### src/rtl/id_ex_pipe.sv
// ID->EX pipeline register: valid/ready handshake, optional one-entry skid slot,
// synchronous flush and a saturating back-pressure (stall) counter.
module id_ex_pipe #(
   parameter int ALUSEL_W  = 3,
   parameter int ALUOP_W   = 8,
   parameter int DATA_W    = 32,
   parameter int REGADDR_W = 5,
   parameter int SKID      = 1,
   parameter int CNT_W     = 16
) (
   input  logic                 clk,
   input  logic                 rst,
   input  logic                 flush,
   input  logic                 id_valid,
   output logic                 id_ready,
   input  logic [ALUSEL_W-1:0]  id_alusel,
   input  logic [ALUOP_W-1:0]   id_aluop,
   input  logic [DATA_W-1:0]    id_reg1,
   input  logic [DATA_W-1:0]    id_reg2,
   input  logic [REGADDR_W-1:0] id_wd,
   input  logic                 id_wreg,
   output logic                 ex_valid,
   input  logic                 ex_ready,
   output logic [ALUSEL_W-1:0]  ex_alusel,
   output logic [ALUOP_W-1:0]   ex_aluop,
   output logic [DATA_W-1:0]    ex_reg1,
   output logic [DATA_W-1:0]    ex_reg2,
   output logic [REGADDR_W-1:0] ex_wd,
   output logic                 ex_wreg,
   output logic [CNT_W-1:0]     stall_cnt
);

   typedef struct packed {
      logic [ALUSEL_W-1:0]  alusel;
      logic [ALUOP_W-1:0]   aluop;
      logic [DATA_W-1:0]    reg1;
      logic [DATA_W-1:0]    reg2;
      logic [REGADDR_W-1:0] wd;
      logic                 wreg;
   } payload_t;

   typedef enum logic [1:0] {EMPTY, ONE, FULL} state_t;

   payload_t         in_pl;
   payload_t         main_q, main_d;
   payload_t         skid_q, skid_d;
   logic             main_valid_q, main_valid_d;
   logic             skid_valid_q, skid_valid_d;
   logic [CNT_W-1:0] stall_cnt_q, stall_cnt_d;
   logic             accept;
   logic             drain;
   state_t           state;

   assign in_pl = '{alusel: id_alusel, aluop: id_aluop, reg1: id_reg1,
                    reg2: id_reg2, wd: id_wd, wreg: id_wreg};

   // With a skid slot id_ready comes straight from a flop, breaking the
   // combinational ready path from EX back to ID.
   generate
      if (SKID != 0) begin : g_skid
         assign id_ready = !skid_valid_q;
      end else begin : g_no_skid
         assign id_ready = !main_valid_q | ex_ready;
      end
   endgenerate

   assign accept = id_valid & id_ready;
   assign drain  = main_valid_q & ex_ready;

   always_comb begin
      state = EMPTY;
      if (main_valid_q) state = skid_valid_q ? FULL : ONE;
   end

   // NOTE: every always_comb output gets a default first, so no path can infer a latch.
   always_comb begin
      main_valid_d = main_valid_q;
      skid_valid_d = skid_valid_q;
      main_d       = main_q;
      skid_d       = skid_q;
      if (flush) begin
         main_valid_d = 1'b0;
         skid_valid_d = 1'b0;
         main_d       = '0;
         skid_d       = '0;
      end else begin
         case (state)
            EMPTY: begin
               if (accept) begin
                  main_valid_d = 1'b1;
                  main_d       = in_pl;
               end
            end
            ONE: begin
               if (drain && accept) begin
                  main_d = in_pl;
               end else if (drain) begin
                  // Payload is left in place; ex_wreg masking makes it harmless.
                  main_valid_d = 1'b0;
               end else if (accept && (SKID != 0)) begin
                  skid_valid_d = 1'b1;
                  skid_d       = in_pl;
               end
            end
            FULL: begin
               if (drain) begin
                  main_d       = skid_q;
                  skid_valid_d = 1'b0;
               end
            end
            default: ;
         endcase
      end
   end

   always_comb begin
      stall_cnt_d = stall_cnt_q;
      if (main_valid_q && !ex_ready && (stall_cnt_q != '1))
         stall_cnt_d = stall_cnt_q + 1'b1;
   end

   // NOTE: sequential state uses non-blocking assignments only; payload flops are
   // reset as well so ex_* read back as zero straight out of reset.
   always_ff @(posedge clk or negedge rst) begin
      if (!rst) begin
         main_valid_q <= 1'b0;
         skid_valid_q <= 1'b0;
         main_q       <= '0;
         skid_q       <= '0;
         stall_cnt_q  <= '0;
      end else begin
         main_valid_q <= main_valid_d;
         skid_valid_q <= skid_valid_d;
         main_q       <= main_d;
         skid_q       <= skid_d;
         stall_cnt_q  <= stall_cnt_d;
      end
   end

   assign ex_valid  = main_valid_q;
   assign ex_alusel = main_q.alusel;
   assign ex_aluop  = main_q.aluop;
   assign ex_reg1   = main_q.reg1;
   assign ex_reg2   = main_q.reg2;
   assign ex_wd     = main_q.wd;
   assign ex_wreg   = main_valid_q & main_q.wreg;
   assign stall_cnt = stall_cnt_q;

endmodule

### config.mk
export PLATFORM = sky130hd
export DESIGN_NAME = id_ex_pipe
export DESIGN_NICKNAME = d
export VERILOG_FILES = /design/src/rtl/id_ex_pipe.sv
export SDC_FILE = /design/constraint.sdc
export NUM_CORES = 1
export LEC_CHECK = 0
export ABC_AREA = 1
export CAP_MARGIN = 20
export CORE_MARGIN = 2
export CORE_UTILIZATION = 40
export CTS_BUF_LIST = sky130_fd_sc_hd__clkbuf_4 sky130_fd_sc_hd__clkbuf_8
export DETAILED_ROUTE_END_ITERATION = 10
export HOLD_SLACK_MARGIN = 0.02
export PLACE_DENSITY = 0.65
export SLEW_MARGIN = 20
export SYNTH_ARGS = -nofsm -noshare
export SYNTH_HDL_FRONTEND = slang
export SYNTH_SLANG_ARGS = --single-unit
### constraint.sdc
create_clock -name clk -period 1.9 [get_ports clk]
set_input_delay 0.38 -clock clk [delete_from_list [all_inputs] [get_ports clk]]
set_output_delay 0.38 -clock clk [all_outputs]
set_load 0.1 [all_outputs]
# ---- Word-level counts from Yosys, hierarchy flattened
# Index checks and enable logic that the tools add are counted.
dict set report totals {
  reg_bits 180
  input_bits 86
  output_inout_bits 99
  elab_cells 66
}
dict set report op_classes {
  addsub 1
  eq_ne 12
  mux 20
  n_bitwise 3
  n_reduce_logical 15
}
# op count
set ops {}
lappend ops {{$mux 81} 8}
lappend ops {{$pmux 81 s3} 1}
lappend ops {{$ne 3x3->1 const B} 7}
lappend ops {{$add 16x1->16 const B} 1}
lappend ops {{$ne 16x16->1 const B} 1}
lappend ops {{$reduce_and 4->1} 3}
lappend ops {{$mux 1} 7}
lappend ops {{$reduce_bool 3->1} 2}
lappend ops {{$reduce_and 5->1} 1}
lappend ops {{$mux 2} 2}
lappend ops {{$ne 2x2->1 const B} 2}
lappend ops {{$pmux 1 s2} 2}
lappend ops {{$reduce_bool 2->1} 2}
lappend ops {{$reduce_bool 4->1} 1}
lappend ops {{$and 1x1->1} 3}
lappend ops {{$logic_and 1x1->1} 3}
lappend ops {{$eq 2x1->1 const B} 1}
lappend ops {{$eq 2x2->1 const B} 1}
lappend ops {{$logic_not 1->1} 2}
lappend ops {{$logic_not 2->1} 1}

# ---- Longest topological paths before layout
# Gate-level depths: netlist (run 1).
dict set report logic_depth {
  ltp_word 7
  mapped_depth 10
  mapped_depth_nobuf 9
}

# ---- Worst setup path after synthesis (run 1)
# OpenSTA, ideal clock, no wires.
dict set report synth_path {
  path_kind {reg2reg}
  start {register main_valid_q (netlist: ex_valid)}
  end {register skid_q[61] (netlist bit)}
  setup_time_ps 77
  arrival_ps 2199
  required_time_ps 1823
  setup_slack_ps -376
  stages_incl_launch_ff 10
  n_path_buf 3
  period_less_slack_ps 2276
  cell_sequence {dfrtp_1 > clkbuf_2 > nand2_1 > nand2_1 > nand2_1 > a21oi_2 > buf_2 > buf_4 > nand3_1 > o21ai_1}
}
dict set report synth_via {
  elab_chain_cells 4
  word_cells_on_any_way 8
  cone_classes {eq/ne: 3; mux: 1; bitwise: 1; reduce/logical: 3}
}
# element line
set synth_lines {}
lappend synth_lines {{start: declaration} 47} ;# logic main_valid_q, main_valid_d;
lappend synth_lines {{start signal: assignment} 132} ;# main_valid_q <= main_valid_d;
lappend synth_lines {{$mux 2 / $and 1x1->1 (equally long branches)} {72, 68}}
lappend synth_lines {{$eq 2x1->1 / $logic_and 1x1->1 (equally long branches)} {87, 95}}
lappend synth_lines {{$reduce_bool 2->1 (no line) / $ne 2x2->1 (equally long branches)} --}
lappend synth_lines {{$reduce_and 4->1 (no line) *} --}
lappend synth_lines {{end signal: assignment} 135} ;# skid_q <= skid_d;
lappend synth_lines {{end: declaration} 46} ;# payload_t skid_q, skid_d;
# Mark *: on every way between the ends. The rest lies on a longest branch, timed or not.
# A chain may end at the register's enable or synchronous reset.

# ---- Worst setup path in the final report (run 1)
dict set report layout_path {
  start {register main_valid_q (netlist: ex_valid)}
  end {register main_q, in the netlist ex_reg1[18]}
}
dict set report layout_via {
  elab_chain_cells 4
  word_cells_on_any_way 13
  cone_classes {eq/ne: 5; mux: 3; bitwise: 1; reduce/logical: 4}
}
# element line
set layout_lines {}
lappend layout_lines {{$mux 2 / $and 1x1->1 (equally long branches)} {72, 68}}
lappend layout_lines {{$eq 2x1->1 (tied with other cells)} 87} ;# case (state)
lappend layout_lines {{$ne 3x3->1 (no line) (tied with other cells)} --}
lappend layout_lines {{$reduce_and 4->1 (no line) / $mux 81 (equally long branches)} --}
lappend layout_lines {{end signal: assignment} 134} ;# main_q <= main_d;
lappend layout_lines {{end: declaration} 45} ;# payload_t main_q, main_d;
# Several ways; a longest one is shown, not always the timed one.

==> run_results.csv, run 1 <==
group,metric,value,unit
critical_path,cp-end-kind,"flip-flop",
synth,syn_area_per_cell,8.34,um^2
timing,setup_viol,0,
global_routing,grt_pass1_vias,6876,
place,dp_slack,-0.0988,ns
synth,synth.area.top_cells,"dfrtp_1, buf_4, nand2_1",
timing,max_freq,579,MHz
routing,drt-initial-drc-count,381,
clock_network,cts_sinks,180,
synth,synthFlopType,"dfrtp_1",
synth,yosysMostFrequentCell,"dfrtp_1",
synth,yosys-top-cells-count,"dfrtp_1, nand2_1, inv_1",
clock_network,cts_root_buf,"clkbuf_8",
global_routing,grt_pass1_wl,34500,um
synth,synth_cells,1045,
synth,synthesis.nets,1132,
routing,drc_errors,0,
synth,syn-cell-area,8720,um^2
floorplanning,die_y,152,um
routing,via_count,7144,
final_layout,utilization,51.0,%
critical_path,path_cells,"nand2_1 > inv_1 > nor2_1 > nand2_1 > nand3_4 > buf_4 > nand2_1 > o21ai_0",
timing,finalHoldViolCount,0,
synth,synth_top_area_share,51.7,%
synth,synth_top_area_cell,"dfrtp_1",
synth,ys_seq_elements,180,
final_layout,drive_above_1_share,17.1,%
floorplanning,num_io_pins,185,
critical_path,critPathTopFamily,"simple AND/OR/NAND/NOR gates",
clock_network,cts_max_level,4,
critical_path,arrival,2.10,ns
timing,worst_slew_pin_slew,0.643,ns
floorplanning,rows,54,
global_routing,antenna_found_initial,0,
critical_path,slowest_delay,0.55,ns
routing,drt_pass1_iterations,5,
synth,yosysWarnings,0,
final_layout,stdcell_count,1432,
clock_network,cts_buffers,17,
critical_path,slowest_stage,"dfrtp_4",
critical_path,crit_path_frequent_cell,"nand2_1",
critical_path,critPathKind,"reg2reg",
routing,ant_nets,0,
synth,ys_types,26,
worst_hold_path,hold_path_class,"in2reg",
critical_path,required,2.28,ns
floorplanning,dieWidth,152,um
synth,async_flop_share,100,%
clock_network,clk_pin_slew,0.09,ns
timing,period_minus_slack,1.73,ns
floorplanning,core,21600,um^2
place,port_buffers,184,
pwr,p_per_area,1200,nW/um^2
clock_network,tritoncts,"yes",
final_layout,nets,1226,
place,hpwl,14000,um
final_layout,synthToLayoutAreaGrowth,26.4,%
critical_path,timing.critical_path.buf_inv,2,
clock_network,clk_latency,0.45,ns
pwr,p_leak,4.77,nW
place,place_inst,1399,
clock_network,cts.repair.resized,0,
global_routing,grt_overflow,0,
timing,skew,0.0156,ns
timing,drv_slew,0,
routing,routed_wl,21000,um
critical_path,start_kind,"flip-flop",
final_layout,diodes,0,
floorplanning,die_area,23000,um^2
routing,drt-vias-per-instance,4.99,
timing,relSlewSlack,57.1,%
timing,finalHoldWorstSlack,0.402,ns
synth,yosysSeqAreaShare,51.7,%
timing,timing.final.ws_setup,0.173,ns
pwr,max-vdd-ir-drop,789,uV
routing,wire_per_inst,14.7,um
place,gp_congestion,0.751,
timing,rsz0062_at_grt,"no",
job,cap_violations,0,
clock_network,cts.path.max_buffers,2,
critical_path,cp_max_fo,36,
global_routing,grt_max_degree,68,
outcome,outcome,"finished, final reports clean",
synth,synth-edff-count,0,
floorplanning,initial_core_util,40.3,%
global_routing,grt_usage,18.8,%
timing,fin_crit_sh,90.9,%
state kept, by name, indices dropped and copies added (netlist names):
name          count
ex_aluop          8
ex_alusel         3
ex_reg1          32
ex_reg2          32
ex_valid          1
ex_wd             5
main_q            1
skid_q           81
skid_valid_q      1
stall_cnt        16
final timing paths:
check | to | cells past startpoint | slack, ns | from
worst min-delay path | skid_valid_q | 3 | 0.40 | flush
worst max-delay path | ex_reg1[18] | 8 | 0.17 | ex_valid
worst max register to register | ex_reg1[18] | 8 | 0.17 | ex_valid
max in group asynchronous | ex_reg2[13] | 3 | 0.80 | rst
worst min register to register | ex_reg1[1] | 2 | 0.49 | ex_reg1[1]
min in group asynchronous | ex_reg2[6] | 2 | 0.42 | rst
placed cells by master (no fill, tap or decap), types with 2 or more instances in the layout:
master,netlist,routed
nand3_1,90,90
clkinv_4,0,2
nand4_1,4,4
o21ai_1,96,97
clkinv_2,0,2
inv_1,100,99
clkbuf_8,0,21
inv_6,0,3
buf_12,0,38
bufinv_16,0,2
buf_4,88,103
nor3_1,81,81
o21ai_0,78,77
xnor2_1,5,5
clkdlybuf4s50_1,0,83
xor2_1,3,3
clkinvlp_4,0,3
a21oi_1,81,81
dfrtp_2,0,14
nand2_1,145,144
dfrtp_1,180,165
nor2_1,22,22
cell type report:
class | count | area, um^2
fillers | 2123 | 10600
flip-flops and latches | 180 | 4530
multi-input cells | 613 | 2950
repair buffers | 226 | 2390
inverters | 101 | 383
well taps | 280 | 350
clock buffers | 20 | 275
clock inverters | 12 | 145
routing by layer:
| layer | global-route usage (%) | vias up | wire length [um] |
|---|---|---|---|
| met1 | 26.0 | 3395 | 9870 |
| met4 | 4.03 | 0 | 135 |
| met3 | 4.52 | 9 | 1080 |
| li1 | - | 3561 | - |
| met5 | 0 | - | 0 |
| met2 | 30.3 | 179 | 9910 |
report_power, final:
part           total (W)  internal, W  switching [W]
registers        0.00489      0.00449       0.000403
logic            0.00552      0.00146        0.00406
clock network    0.00275      0.00130        0.00145
cell families after synthesis:
family | count (synthesis) | share of synthesized area [%]
AOI/OAI and AO/OA | 259 | 15.0
xor gates and xnor gates | 8 | 0.804
adders and majority gates | 1 | 0.143
buffers and inverters | 252 | 14.8
DFF | 180 | 51.7
and+or+nand+nor | 345 | 17.6
stage by stage:
| step | setup TNS [ns] | area (um^2) | power, W |
|---|---|---|---|
| after floorplan | -2.74 | 8760 | 0.00924 |
| after global routing | 0 | 11000 | 0.0138 |
| final | 0 | 11000 | 0.0132 |
| after detailed placement | -3.96 | 10600 | 0.0105 |
| after global placement | -0.340 | 10600 | 0.0105 |
| after CTS | 0 | 11000 | 0.0133 |
worst min-delay path: cells and delay by family:
| family | cells | cell delay, ns |
|---|---|---|
| AOI/OAI and AO/OA | 2 | 0.29 |
| buffers and inverters | 1 | 0.15 |
what timing repair did:
action	in CTS	in global routing
hold buffers	1	0
buffers inserted	0	0
endpoints found under the hold margin	40	0
No activity file was read; power rests on OpenSTA's default activity.
==> inputs of run 2 (changes only) <==
- MAX_ROUTING_LAYER: default -> met4
==> run 2 against run 1 <==
First-iteration DRC count increased by 0.26%. Sequential power about the same. Count of clock-buffer cells in the layout unchanged. Critical path type unchanged. Register-to-register slack about the same. Cell count unchanged. Die area unchanged. Flip-flop and latch count unchanged. Utilization unchanged. Routed wire length about the same. Fmax increased by 0.12%. Global-route usage increased by 0.55 points.
==> run_results.csv, run 2 (synthesis results as in run 1) <==
group,metric,value,unit
place,hpwl,14000,um
floorplanning,die_area,23000,um^2
pwr,total_power,0.0132,W
routing,highest_layer,"met4",
critical_path,crit_path_frequent_cell,"nand2_1",
timing,skew,0.0145,ns
critical_path,required,2.23,ns
timing,period_minus_slack,1.72,ns
critical_path,cp-end-kind,"flip-flop",
floorplanning,num_io_pins,185,
pwr,p_per_area,1190,nW/um^2
routing,routed_wl,21000,um
timing,fin_crit_sh,90.8,%
global_routing,grt_usage,19.4,%
global_routing,grt_pass1_vias,6878,
timing,relSlewSlack,57.9,%
critical_path,path_cells,"nand2_1 > inv_1 > nor2_1 > nand2_1 > nand3_4 > buf_4 > o21ai_0",
global_routing,grt_max_degree,68,
clock_network,clk_latency,0.45,ns
routing,drt-initial-drc-count,382,
clock_network,cts_setup_buffers,0,
floorplanning,rows,54,
final_layout,nets,1226,
critical_path,slowest_stage,"dfrtp_4",
clock_network,cts.repair.resized,0,
routing,wl_met2,9950,um
place,dp_slack,-0.0988,ns
timing,worst_slew_pin_slew,0.631,ns
final_layout,final_common_cell,"dfrtp_1",
critical_path,cp_max_fo,36,
timing,finalHoldViolCount,0,
floorplanning,dieWidth,152,um
critical_path,startpoint,"ex_valid",
global_routing,antenna_found_initial,0,
final_layout,layout_common_cells,"dfrtp_1, nand2_1, buf_4, inv_1, o21ai_1",
place,port_buffers,184,
routing,wl_met3,1120,um
critical_path,timing.critical_path.buf_inv,2,
pwr,max-vdd-ir-drop,789,uV
routing,wl_met1,9770,um
critical_path,critPathKind,"reg2reg",
timing,drv_slew,0,
floorplanning,die_y,152,um
clock_network,cts_buffers,17,
critical_path,critPathTopFamily,"flip-flops",
global_routing,grt_overflow,0,
timing,timing.final.ws_setup,0.176,ns
outcome,outcome,"finished, final reports clean",
worst_hold_path,hold_path_class,"in2reg",
routing,drc_errors,0,
final_layout,multiInputGateArea,2950,um^2
global_routing,grt_pass1_wl,34500,um
clock_network,cts_root_buf,"clkbuf_8",
routing,drt-vias-per-instance,4.98,
routing,via_count,7133,
place,gp_congestion,0.761,
timing,setup_viol,0,
floorplanning,core,21600,um^2
critical_path,worstReg2RegStart,"ex_valid",
timing,rsz0062_at_grt,"no",
clock_network,cts.path.max_buffers,2,
timing,max_freq,580,MHz
final_layout,seq_area,4530,um^2
routing,drt_pass1_iterations,4,
routing,wire_per_inst,14.7,um
critical_path,start_kind,"flip-flop",
critical_path,slowest_delay,0.55,ns
final_layout,drive_above_1_share,17.1,%
pwr,p_leak,4.77,nW
clock_network,cts_max_level,4,
floorplanning,initial_core_util,40.3,%
worst_hold_path,hold_start,"flush",
final_layout,regMostFlops,"skid_q",
final_layout,largest_register_ffs,81,
clock_network,tritoncts,"yes",
clock_network,hold_buffers,1,
job,cap_violations,0,
routing,ant_nets,0,
final_layout,diodes,0,
clock_network,clk_pin_slew,0.10,ns
critical_path,arrival,2.05,ns
final_layout,num-fill-cells,2123,
timing,finalHoldWorstSlack,0.402,ns
final_layout,synthToLayoutAreaGrowth,26.4,%
clock_network,cts_sinks,180,
## run 2: path summary, 6_finish.rpt
path | to | slack [ns] | cells after the start
worst max-delay path | ex_reg1[17] | 0.18 | 7
worst min-delay path | skid_valid_q | 0.40 | 3
worst max register to register | ex_reg1[17] | 0.18 | 7
worst min register to register | ex_reg1[1] | 0.49 | 2
max in group asynchronous | ex_reg2[13] | 0.80 | 3
min in group asynchronous | ex_reg2[7] | 0.43 | 2
## run 2: area by class of cell
class	count	area share, %
clock inverters	12	1.32
repair buffers	226	21.7
multi-input cells	613	26.8
flip-flops and latches	180	41.1
inverters	101	3.47
clock buffers	20	2.50
well taps	280	3.18
## run 2: through the flow
step / cells / cell area, um^2 / utilization [%] / setup TNS (ns)
2_1_floorplan: 1045 / 8760 / - / -2.74
3_3_place_gp: 1399 / 10600 / 49.0 / -0.340
3_5_place_dp: 1399 / 10600 / 49.0 / -3.96
4_1_cts: 1432 / 11000 / 51.0 / 0
5_1_grt: 1432 / 11000 / 51.0 / 0
6_report: 1432 / 11000 / 51.0 / 0
## run 2: report_power, final
part           internal, W  switching, W
Clock              0.00130       0.00145
Sequential         0.00449      0.000403
Combinational      0.00146       0.00406
Total              0.00725       0.00591
## run 2: layer usage
layer,vias to the layer above,global-route usage [%]
li1,3560,-
met1,3375,26.1
met2,184,30.3
met3,14,3.86
met4,0,4.86
met5,-,-
## run 2: worst min-delay path, cell delays in order
cell	delay [ns]
buf_4	0.15
a211oi_1	0.07
a31o_2	0.22
==> inputs of run 3 (changes only) <==
- GPL_TIMING_DRIVEN: default -> 0
- SKIP_CTS_REPAIR_TIMING: default -> 1
==> run 3 against run 2 <==
First-iteration DRC count shrank 14%. Routed wire length grew 13%. Die area is the same. Register-to-register slack lost 0.12 ns. Global-route usage grew 1.9 points. Utilization grew 1.3 points. Largest power group unchanged.
==> run_results.csv, run 3 (synthesis results as in run 1) <==
group,metric,value,unit
outcome,outcome,"finished, final reports clean",
routing,drt-vias-per-instance,4.87,
global_routing,grt_pass1_wl,37500,um
pwr,total_power,0.0132,W
worst_hold_path,hold_path_class,"in2async",
final_layout,largest_register_ffs,81,
critical_path,arrival,2.22,ns
clock_network,cts_sinks,180,
critical_path,cp_max_fo,10,
final_layout,synthToLayoutAreaGrowth,29.7,%
critical_path,required,2.28,ns
floorplanning,num_io_pins,185,
timing,drv_slew,0,
final_layout,regMostFlops,"skid_q",
timing,setup_viol,0,
final_layout,layout_common_cells,"dfrtp_1, nand2_1, clkbuf_2, buf_4, inv_1",
global_routing,grt_pass1_vias,7371,
place,gp_congestion,0.798,
place,dp_slack,-0.742,ns
final_layout,utilization,52.3,%
final_layout,drive_above_1_share,24.6,%
pwr,max-vdd-ir-drop,662,uV
routing,drt_pass1_iterations,5,
timing,period_minus_slack,1.84,ns
clock_network,cts_buffers,17,
place,hpwl,16000,um
clock_network,cts_root_buf,"clkbuf_8",
floorplanning,core,21600,um^2
routing,ant_nets,0,
clock_network,clk_pin_slew,0.11,ns
timing,finalHoldViolCount,0,
routing,routed_wl,23800,um
routing,drc_errors,0,
global_routing,antenna_found_initial,3,
timing,skew,0.0207,ns
floorplanning,rows,54,
routing,wire_per_inst,15.2,um
timing,timing.final.ws_setup,0.0562,ns
critical_path,cp-end-kind,"flip-flop",
clock_network,cts.path.max_buffers,2,
routing,via_count,7607,
clock_network,tritoncts,"yes",
pwr,p_leak,5.18,nW
timing,worst_slew_pin_slew,0.581,ns
pwr,p_per_area,1170,nW/um^2
global_routing,grt_overflow,0,
clock_network,cts_max_level,4,
critical_path,critPathKind,"reg2reg",
floorplanning,die_y,152,um
job,cap_violations,0,
global_routing,grt_max_degree,70,
floorplanning,initial_core_util,40.3,%
timing,relSlewSlack,61.4,%
place,port_buffers,184,
routing,drt-initial-drc-count,329,
global_routing,grt_usage,21.3,%
final_layout,final_common_cell,"dfrtp_1",
critical_path,start_kind,"flip-flop",
final_layout,nets,1352,
clock_network,clk_latency,0.46,ns
timing,fin_crit_sh,97.0,%
floorplanning,die_area,23000,um^2
timing,max_freq,542,MHz
final_layout,num-fill-cells,2105,
floorplanning,dieWidth,152,um
[run 3: cell count changes in the layout (fill, tap and decap cells not counted), sizes merged, moves of 3 or more]
cell | before | now
clkbuf | 21 | 169
inv | 103 | 107
diode | 0 | 3
buf | 141 | 114
[run 3: where the power goes]
group,internal [W],switching (W),total (W)
logic,0.00143,0.00428,0.00571
clock network,0.00109,0.00153,0.00263
registers,0.00449,0.000343,0.00483
total,0.00701,0.00616,0.0132
[run 3: final timing paths]
kind | endpoint | slack, ns | startpoint | cells after the start
setup / recovery | skid_q[26] | 0.06 | skid_valid_q | 9
hold / removal | skid_q[12] | 0.40 | rst | 2
setup reg to reg | skid_q[26] | 0.06 | skid_valid_q | 9
hold reg to reg | ex_reg2[26] | 0.49 | ex_reg2[26] | 2
max in group asynchronous | ex_valid | 0.78 | rst | 3
min in group clk | ex_reg2[26] | 0.49 | ex_reg2[26] | 2
[run 3: layer usage]
| metal | vias up | wire length [um] | GRT usage, % |
|---|---|---|---|
| met1 | 3568 | 11300 | 29.8 |
| li1 | 3818 | - | - |
| met4 | 0 | 310 | 5.37 |
| met5 | - | 0 | - |
| met2 | 194 | 11000 | 32.7 |
| met3 | 27 | 1220 | 3.38 |
[run 3: per-stage QoR]
stage	std cells	instance area, um^2	hold slack [ns]	TNS, ns
2_1_floorplan	1045	8760	0.0844	-2.74
3_3_place_gp	1509	11000	0.466	-1412.94
3_5_place_dp	1511	11000	0.315	-109.71
4_1_cts	1543	11400	-0.211	-131.49
5_1_grt	1561	11300	0.405	-0.540
6_report	1561	11300	0.398	0
[run 3: critical path, stage by stage (launching register included)]
cell	delay, ns
dfrtp_2	0.47
clkinvlp_4	0.15
nand2_4	0.08
nand2_1	0.09
nand2_1	0.11
a21oi_4	0.26
buf_6	0.21
buf_4	0.19
nand3_1	0.08
o21ai_1	0.11
[run 3: area by class of cell]
cell class,count,area [um^2],area share (%)
tap,280,350,3.10
antenna,3,7.51,0.0664
timing repair buffer,201,1600,14.1
inverter,101,383,3.39
multi-input combinational,614,3020,26.7
sequential,180,4530,40.0
clock buffer,17,234,2.07
buffer,150,1020,9.05
clock inverter,15,161,1.43
